$ cat config.mk
export PLATFORM = sky130hd
export DESIGN_NAME = rom_ctrl
export DESIGN_NICKNAME = d
export VERILOG_FILES = /design/src/rtl/rom_ctrl.sv
export SDC_FILE = /design/constraint.sdc
export NUM_CORES = 1
export LEC_CHECK = 0
export ABC_AREA = 1
export CAP_MARGIN = 0
export CELL_PAD_IN_SITES_DETAIL_PLACEMENT = 1
export CELL_PAD_IN_SITES_GLOBAL_PLACEMENT = 1
export CORE_ASPECT_RATIO = 1.4
export CORE_MARGIN = 10
export CORE_UTILIZATION = 25
export CTS_CLUSTER_SIZE = 24
export DETAILED_ROUTE_END_ITERATION = 10
export HOLD_SLACK_MARGIN = 0.05
export MAX_ROUTING_LAYER = met4
export PLACE_DENSITY_LB_ADDON = 0.3
export SYNTH_ARGS = -nofsm -noshare
export SYNTH_HDL_FRONTEND = slang
export SYNTH_SLANG_ARGS = --single-unit
$ cat constraint.sdc
create_clock -name clk -period 6.07 [get_ports clk]
set_clock_uncertainty 0.2 [all_clocks]
set_input_delay 0.9105 -clock clk [delete_from_list [all_inputs] [get_ports clk]]
set_output_delay 0.9105 -clock clk [all_outputs]
set_load 0.1 [all_outputs]
$ cat src/rtl/rom_ctrl.sv
// Two-client round-robin memory controller that first loads a floor(addr/3) table into the
// attached RAM, then serves single-cycle read/write requests with registered read-valid.
module rom_ctrl #(
    parameter int unsigned MEM_SIZE = 6,
    parameter int unsigned DATA_W   = 10
) (
    input  logic                clk,
    input  logic                rst,
    input  logic                reinit,
    input  logic                c0_req,
    input  logic                c0_we,
    input  logic [MEM_SIZE-1:0] c0_addr,
    input  logic [DATA_W-1:0]   c0_wdata,
    output logic                c0_gnt,
    output logic                c0_rvalid,
    output logic [DATA_W-1:0]   c0_rdata,
    input  logic                c1_req,
    input  logic                c1_we,
    input  logic [MEM_SIZE-1:0] c1_addr,
    input  logic [DATA_W-1:0]   c1_wdata,
    output logic                c1_gnt,
    output logic                c1_rvalid,
    output logic [DATA_W-1:0]   c1_rdata,
    output logic                init_done,
    output logic                mem_write,
    output logic                mem_read,
    output logic [MEM_SIZE-1:0] mem_addr_w,
    output logic [MEM_SIZE-1:0] mem_addr_r,
    output logic [DATA_W-1:0]   mem_datain,
    input  logic [DATA_W-1:0]   mem_dataout
);

    typedef enum logic [0:0] {StInit, StServe} state_e;

    localparam logic [MEM_SIZE-1:0] CntMax = '1;

    state_e              state_q, state_d;
    logic [MEM_SIZE-1:0] cnt_q, cnt_d;
    logic                prio_q, prio_d;      // 0: client 0 wins a tie, 1: client 1 wins
    logic                rvalid0_q, rvalid0_d;
    logic                rvalid1_q, rvalid1_d;

    logic [31:0]         cnt_div3;
    logic                gnt_we;
    logic [MEM_SIZE-1:0] gnt_addr;
    logic [DATA_W-1:0]   gnt_wdata;

    assign cnt_div3 = 32'(cnt_q) / 32'd3;

    always_ff @(posedge clk or posedge rst) begin
        if (rst) begin
            state_q   <= StInit;
            cnt_q     <= '0;
            prio_q    <= 1'b0;
            rvalid0_q <= 1'b0;
            rvalid1_q <= 1'b0;
        end else begin
            state_q   <= state_d;
            cnt_q     <= cnt_d;
            prio_q    <= prio_d;
            rvalid0_q <= rvalid0_d;
            rvalid1_q <= rvalid1_d;
        end
    end

    always_comb begin
        state_d    = state_q;
        cnt_d      = cnt_q;
        prio_d     = prio_q;
        rvalid0_d  = 1'b0;
        rvalid1_d  = 1'b0;
        c0_gnt     = 1'b0;
        c1_gnt     = 1'b0;
        mem_write  = 1'b0;
        mem_read   = 1'b0;
        mem_addr_w = '0;
        mem_addr_r = '0;
        mem_datain = '0;
        gnt_we     = c1_gnt ? c1_we : c0_we;
        gnt_addr   = '0;
        gnt_wdata  = '0;

        unique case (state_q)
            StInit: begin
                mem_write  = 1'b1;
                mem_addr_w = cnt_q;
                mem_datain = DATA_W'(cnt_div3);
                cnt_d      = cnt_q + MEM_SIZE'(1);
                if (cnt_q == CntMax) begin
                    cnt_d   = '0;
                    state_d = StServe;
                end
            end
            StServe: begin
                if (reinit) begin
                    state_d = StInit;
                    cnt_d   = '0;
                end else begin
                    c0_gnt    = c0_req && (!c1_req || !prio_q);
                    c1_gnt    = c1_req && !c0_gnt;
                    gnt_we    = c1_gnt ? c1_we : c0_we;
                    gnt_addr  = c1_gnt ? c1_addr : c0_addr;
                    gnt_wdata = c1_gnt ? c1_wdata : c0_wdata;
                    if (c0_gnt || c1_gnt) begin
                        prio_d = c0_gnt;
                        if (gnt_we) begin
                            mem_write  = 1'b1;
                            mem_addr_w = gnt_addr;
                            mem_datain = gnt_wdata;
                        end else begin
                            mem_read   = 1'b1;
                            mem_addr_r = gnt_addr;
                        end
                    end
                    rvalid0_d = c0_gnt && !c0_we;
                    rvalid1_d = c1_gnt && !c1_we;
                end
            end
            default: state_d = StInit;
        endcase
    end

    assign init_done = (state_q == StServe);
    assign c0_rvalid = rvalid0_q;
    assign c1_rvalid = rvalid1_q;
    // Read data is only meaningful alongside rvalid, so both clients share the RAM output.
    assign c0_rdata  = mem_dataout;
    assign c1_rdata  = mem_dataout;

endmodule

* Word-level counts from Yosys, hierarchy flattened
Cells that the tools add are included.
** Storage, ports and cells
- Bits in registers :: 10
- Bits of input ports :: 49
- Output and inout bits :: 49
- Logic and storage cells :: 60
** Cells by class
- Eq/ne operators :: 2
- Div/mod/pow operators :: 1
- Bitwise logic cells :: 2
- Reductions and logical operators :: 12
- Add/subtract/negate cells :: 1
- Muxes and demuxes :: 37
** Operators by type and width (count)
- $mux W6 :: 10
- $mux W10 :: 4
- $div A6 B2 Y32 const B :: 1
- $pmux W6 S2 :: 2
- $pmux W10 S2 :: 1
- $mux W1 :: 18
- $add A6 B1 Y6 const B :: 1
- $eq A6 B6 Y1 const B :: 1
- $logic_not A1 Y1 :: 5
- $logic_and A1 B1 Y1 :: 4
- $pmux W1 S2 :: 2
- $reduce_and A3 Y1 :: 1
- $logic_or A1 B1 Y1 :: 2
- $ne A2 B2 Y1 const B :: 1
- $not A1 Y1 :: 2

* Logic depth before layout (Yosys ltp)
Gate-level depths: netlist of the first run.
- Depth after elaboration :: 10
- Mapped depth :: 24

* Worst setup path before layout of the first run
Ideal clock, no wire load.
- Path kind :: input port to output port
- Start point :: in c1_req
- End point :: out mem_datain[1]
- Arrival :: 3.989 ns
- Stages :: 10
- Setup slack :: 0.971 ns
- Path buffers :: 0
- Path through :: inv_2 -> o21ai_2 -> inv_2 -> nor2_4 -> mux2i_1 -> nor3_2 -> inv_2 -> nor2_2 -> inv_2 -> o21ai_0
** Between the ends
- Word-level cells in the longest chain between the ends :: 10
** Ends and longest elaborated chain
- from (decl) :: line 17 : input logic c1_req,
- $logic_not A1 Y1 :: line 99 : c0_gnt = c0_req && (!c1_req || !prio_q);
- $logic_or A1 B1 Y1 :: line 99
- $logic_and A1 B1 Y1 :: line 99
- $logic_not A1 Y1 :: line 100 : c1_gnt = c1_req && !c0_gnt;
- $logic_and A1 B1 Y1 :: line 100
- $mux W10 or $mux W1 (tied branches) :: line 103, 101
- $mux W10 :: line 106 : if (gnt_we) begin
- $mux W10 (*) :: line 104 : if (c0_gnt || c1_gnt) begin
- $mux W10 (*) :: line 95 : if (reinit) begin
- $pmux W10 S2 (*) :: line 83 : unique case (state_q)
- to (decl) :: line 29 : output logic [DATA_W-1:0] mem_datain,
Mark *: on every way between the ends. The rest lies on a longest branch, timed or not.

* Worst setup path after layout of the first run
- Start point :: in c1_req
- End point :: out mem_datain[4]
Same word-level chain as after synthesis.

==> impl_results.md, run 1 <==
- Reg2Reg Setup Slack: 3.92 ns
- DP HPWL: 4280 µm
- Critical Path Fanout Max: 18
- Worst reg2reg path startpoint: init_done
- Starting Density: 0.260
- Root Buffer Master: clkbuf_8
- Sequential share of the synthesized area: 0.172
- Io pins: 98
- Port bufs: 67
- Crit path required time: 4.96 ns
- WHS Endpoint: prio_q
- Initial antenna violation count: 0
- Vias per cell: 4.58
- Clk pin slew, worst setup/hold paths: 0.04 ns
- Clock Sinks: 10
- Post-Syn Instances: 208
- Final Cycle Share: 0.745
- Most frequent cells in the layout: clkdlybuf4s50_1, nand2_1, buf_4, inv_1, nor2_1
- Count of final max-slew check failures: 0
- Vias in the first global route: 1602
- Vias: 1458
- CTS tree: built
- DR WL/cell: 15.7 µm
- Unrepaired setup endpoints after global routing: false
- GRT Util Overall: 0.103
- WHS Path Cells: 2
- DRT antenna net count: 0
- Synth cell types: 37
- Drt first pass iters: 4
- Antenna cells: 0
- F_max: 221 MHz
- Worst hold margin: 0.364 ns
- Fillers: 726
- Worst-Skew Late Latency: 0.23 ns
- Count of warnings emitted by yosys: 0
- #FFs+latches synth: 10
- Routed WL: 4980 µm
- Shortest period the worst path allows: 4.52 ns
- Synth-to-layout area growth: 36.3%
- CTS Hold Buffers Added: 0
- Largest net degree at the start of global routing: 19
- Worst hold start: prio_q
- Final Net Count: 306
- Actual slew at the worst max-slew pin: 0.979 ns
- Post-CTS sizing: 0
- CP arrival: 3.41 ns
- Rel. slew slack: 0.346
- Setup Fix Bufs, Post-CTS: 0
- Setup violations, final: 0
- Synthesized area per cell: 7.01 µm²
- Most common cell after layout, fill and taps aside: clkdlybuf4s50_1
- Mapped cell area: 1460 µm²
- CP Capture Type: primary output
- Net Count, Synth: 262
- Clock Tree Buf Depth: 2
- Die Y: 110 µm
- DRT iter0 DRCs: 67
- Critical path type: in -> out
- Ratio of cells with drive above 1 in the final layout: 0.248
- Max Cap Viol: 0
- Num rows: 32
- Die Area: 9330 µm²
- GP Congestion: 0.793
- CTS Buf Count: 3
- CP startpoint kind: input pin
- # DRC: 0
- First-pass GRT wire length: 7690 µm
- Final hold violations: 0
- Sum of negative setup slack: 0 ns
- Run status: completed
- Reg-to-Reg End: prio_q
- Core ar.: 5610 µm²
- Worst hold path type: reg -> reg
- # H-tree levels: 1
- GRT overflow: 0
- Die X: 84.6 µm
- R2R cell count: 5
layer usage:
layer,up-vias,track usage,share of wire
met4,0,0.0460,0.024
met2,38,0.194,0.55
li1,742,-,-
met3,8,0.00808,0.027
met1,670,0.106,0.40
met5,-,-,0
how the worst max path moves through the flow:
stage / startpoint / endpoint / slack [ns] / cells past startpoint
final: c1_req / mem_datain[4] / 1.55 / 12
after CTS: c1_req / mem_datain[4] / 1.52 / 12
after floorplan: c1_req / mem_datain[1] / 0.97 / 10
after global placement: c1_req / mem_datain[4] / 1.56 / 12
after global routing: c1_req / mem_datain[3] / 1.27 / 14
after detailed placement: c1_req / mem_datain[4] / 1.51 / 12
critical path, cell delays in order:
cell and delay (ns):
clkdlybuf4s50_1 0.49, inv_2 0.06, o21ai_2 0.16, inv_2 0.07
nor2_4 0.45, mux2i_1 0.20, nor3_2 0.19, inv_2 0.05
nor2_2 0.11, inv_2 0.16, o32ai_2 0.23, buf_4 0.33
sequential cells by signal (all words and copies together) (netlist names):
signal	flops
c1_rvalid	1
c0_rvalid	1
cnt_q	6
init_done	1
prio_q	1
synth_stat cells (all sizes together):
master	instances	area, µm²
a211oi	1	7.51
a21oi	9	75.1
buf	26	198
clkbuf	2	7.51
clkinv	2	7.51
dfrtp	10	250
ha	5	62.6
inv	29	109
mux2i	9	90.1
nand2	42	160
nand3	13	97.6
nand4	5	37.5
nor2	25	128
nor3	2	15.0
o211ai	1	7.51
o21ai	14	73.8
o22ai	6	68.8
o32ai	3	33.8
or2	2	12.5
xor2	2	17.5
per-stage QoR:
step	setup slack, ns	util	instances	instance area [µm²]
after CTS	1.52	0.355	318	1990
after global placement	1.56	0.347	315	1950
after detailed placement	1.51	0.347	315	1950
after global routing	1.27	0.355	318	1990
final	1.55	0.355	318	1990
after floorplan	0.971	-	208	1460
area by class of cell:
class	count	area [µm²]	share of cell area
repair buffers	67	608	0.306
well taps	68	85.1	0.0428
clock buffers	3	41.3	0.0208
inverters	31	116	0.0585
flip-flops and latches	10	250	0.126
multi-input cells	139	887	0.446
cells by family (layout without fill, tap and decap cells):
kind of cell,Yosys count,after routing,share of synthesized area
AO/OA/AOI/OAI,34,34,0.183
XOR/XNOR,2,2,0.0120
adder cells (fa/ha/maj),5,5,0.0429
buffers and inverters,59,101,0.220
flip-flops,10,10,0.172
multiplexers,9,9,0.0618
AND/OR/NAND/NOR,89,89,0.309
Power of run 1 is left out: the tool's default activity adds up to more than one toggle a clock period on the data nets, which glitch-free logic cannot reach.
==> run 2, diff against run 1 <==
CORE_UTILIZATION = 21   (was 25)
clock period = 3.6 ns   (was 6.07 ns; I/O delays follow)
==> impl_results.md, run 2 (synthesized netlist as in run 1, its figures left out) <==
- Count of final max-slew check failures: 0 (unchanged)
- Top reg by flops: cnt_q
- DRT antenna net count: 0 (unchanged)
- Crit path to: mem_datain[0]
- Critical path, cell by cell: ha_4 -> inv_2 -> nand2_2 -> nand2_4 -> nand4_1 -> nand3_2 -> nand2_2 -> nand2_4 -> nand2_2 -> inv_2 -> ha_4 -> nor2_8 -> nand3_4 -> nand2_2 -> nand2_1 -> nor2_1 -> nand4_1 -> nand2_2 -> nand2_2 -> buf_12
- GRT Util Overall: 0.0997 (-0.00300)
- Worst hold path type: reg -> reg
- Reg-to-Reg End: cnt_q[0]
- Vias per cell: 4.32 (-5.8%)
- Slowest-stage cell, CP: dfrtp_2
- Port bufs: 67 (unchanged)
- Design area: 2560 µm² (+29%)
- Crit path required time: 2.86 ns (-2.10 ns)
- Dpl cell area: 2360 µm² (+21%)
- Core ar.: 6660 µm² (+19%)
- Ratio of cells with drive above 1 in the final layout: 0.383 (+0.135)
- Antenna cells: 0 (unchanged)
- Routed WL: 5550 µm (+12%)
- Unrepaired setup endpoints after global routing: true
- GP Congestion: 0.752 (-5.2%)
- DRT iter0 DRCs: 49 (-27%)
- Actual slew at the worst max-slew pin: 0.997 ns (+0.0189 ns)
- Starting Density: 0.219 (-0.0411)
- Final hold violations: 0 (unchanged)
- DR WL/cell: 15.6 µm (-0.38%)
- Vias: 1538 (+5.5%)
- Most frequent cells in the layout: clkdlybuf4s50_1, nand2_1, buf_12, inv_1, nor2_1
- Worst reg2reg path startpoint: cnt_q[1]
- Root Buffer Master: clkbuf_8
- Shortest period the worst path allows: 3.44 ns
- CP startpoint kind: register
- # H-tree levels: 1 (unchanged)
- Worst hold start: prio_q
- Worst-Skew Late Latency: 0.23 ns (about the same)
- Initial antenna violation count: 0 (unchanged)
- Clock Sinks: 10 (unchanged)
- Run status: completed
- CP arrival: 2.70 ns (-0.71 ns)
- Die X: 90.4 µm (+7.0%)
- Buf/Inv on CP: 3 (-3)
- Drt first pass iters: 3 (-1)
- Final Net Count: 320 (+4.6%)
- Critical Path Stages: 20 (+8)
- Largest net degree at the start of global routing: 18 (-1)
- # DRC: 0 (unchanged)
- Clock Tree Buf Depth: 2 (unchanged)
- Final Cycle Share: 0.956
- Critical path type: reg -> out
- Max incr delay on CP: 0.42 ns (-0.07 ns)
- R2R cell count: 8 (+3)
- Clk pin slew, worst setup/hold paths: 0.04 ns (about the same)
- CP Capture Type: primary output
- Vias in the first global route: 1688 (+5.4%)
- Max Cap Viol: 0 (unchanged)
- CTS tree: built
- F_max: 290 MHz
- Critical Path Fanout Max: 6 (-12)
- Num rows: 35 (+9.4%)
- Reg2Reg Setup Slack: 1.86 ns (-2.06 ns)
- Critical Path Source: cnt_q[5]
- First-pass GRT wire length: 8560 µm (+11%)
- Synth-to-layout area growth: 75.6%
- CTS Buf Count: 3 (unchanged)
- Top Family by Delay on Critical Path: simple AND/OR/NAND/NOR gates
- Largest register FFs: 6 (unchanged)
- Die Area: 10700 µm² (+15%)
- DP HPWL: 4630 µm (+8.1%)
- Io pins: 98 (unchanged)
- Setup violations, final: 0 (unchanged)
- GRT overflow: 0 (unchanged)
- Die Y: 119 µm (+7.5%)
- Rel. slew slack: 0.333 (-0.0126)
- Most used cell, CP: nand2_2
- Most common cell after layout, fill and taps aside: clkdlybuf4s50_1
[run 2: cell types whose count changed in the layout (fill, tap and decap cells not counted), moves of 3 or more]
cell / before / now
nand2_2: 1 / 9
buf_12: 0 / 25
nand3_4: 1 / 4
buf_4: 25 / 16
o21ai_0: 13 / 10
nand2_1: 41 / 30
nand2_4: 0 / 3
[run 2: worst min path at each step]
| stage | slack, ns | to | cells past startpoint |
|---|---|---|---|
| 2_1_floorplan | 0.18 | c0_rvalid | 1 |
| 3_3_place_gp | 0.34 | prio_q | 2 |
| 3_5_place_dp | 0.34 | prio_q | 2 |
| 4_1_cts | 0.36 | prio_q | 2 |
| 5_1_grt | 0.43 | c0_rvalid | 2 |
| 6_report | 0.35 | prio_q | 2 |
[run 2: final cells by class]
| class | count | area [µm²] |
|---|---|---|
| clock buffers | 3 | 41.3 |
| fillers | 807 | 4100 |
| inverters | 31 | 116 |
| multi-input cells | 139 | 1020 |
| flip-flops and latches | 10 | 251 |
| well taps | 92 | 115 |
| repair buffers | 81 | 1020 |
[run 2: per-stage QoR]
stage / util / setup TNS (ns) / hold slack, ns / std cells / setup WS [ns]
final: 0.385 / 0 / 0.350 / 356 / 0.157
after global routing: 0.385 / -0.0599 / 0.427 / 356 / -0.0599
after CTS: 0.364 / 0 / 0.356 / 350 / 0.0372
after detailed placement: 0.354 / -0.0119 / 0.340 / 345 / -0.0119
after global placement: 0.354 / 0 / 0.337 / 345 / 0.0339
after floorplan: - / -1.87 / 0.180 / 208 / -0.281
[run 2: per-layer routing]
layer / wire length, µm / global-route usage
met4: 114 / 0.0319
met1: 1950 / 0.0961
met5: 0 / -
met2: 3260 / 0.192
met3: 236 / 0.0203
[run 2: worst min-delay path, delay by kind of cell (launching register included)]
family | cells | cell delay, ns
buffers and inverters | 1 | 0.05
DFF | 1 | 0.31
AOI/OAI and AO/OA | 1 | 0.15
[run 2: timing repair]
action,in CTS,in global routing
gates cloned,0,0
gates resized for setup,4,22
pin swaps,1,12
hold buffers,0,0
setup endpoints to repair,1,1
setup buffers,2,6
Power of run 2 is left out for the same reason.
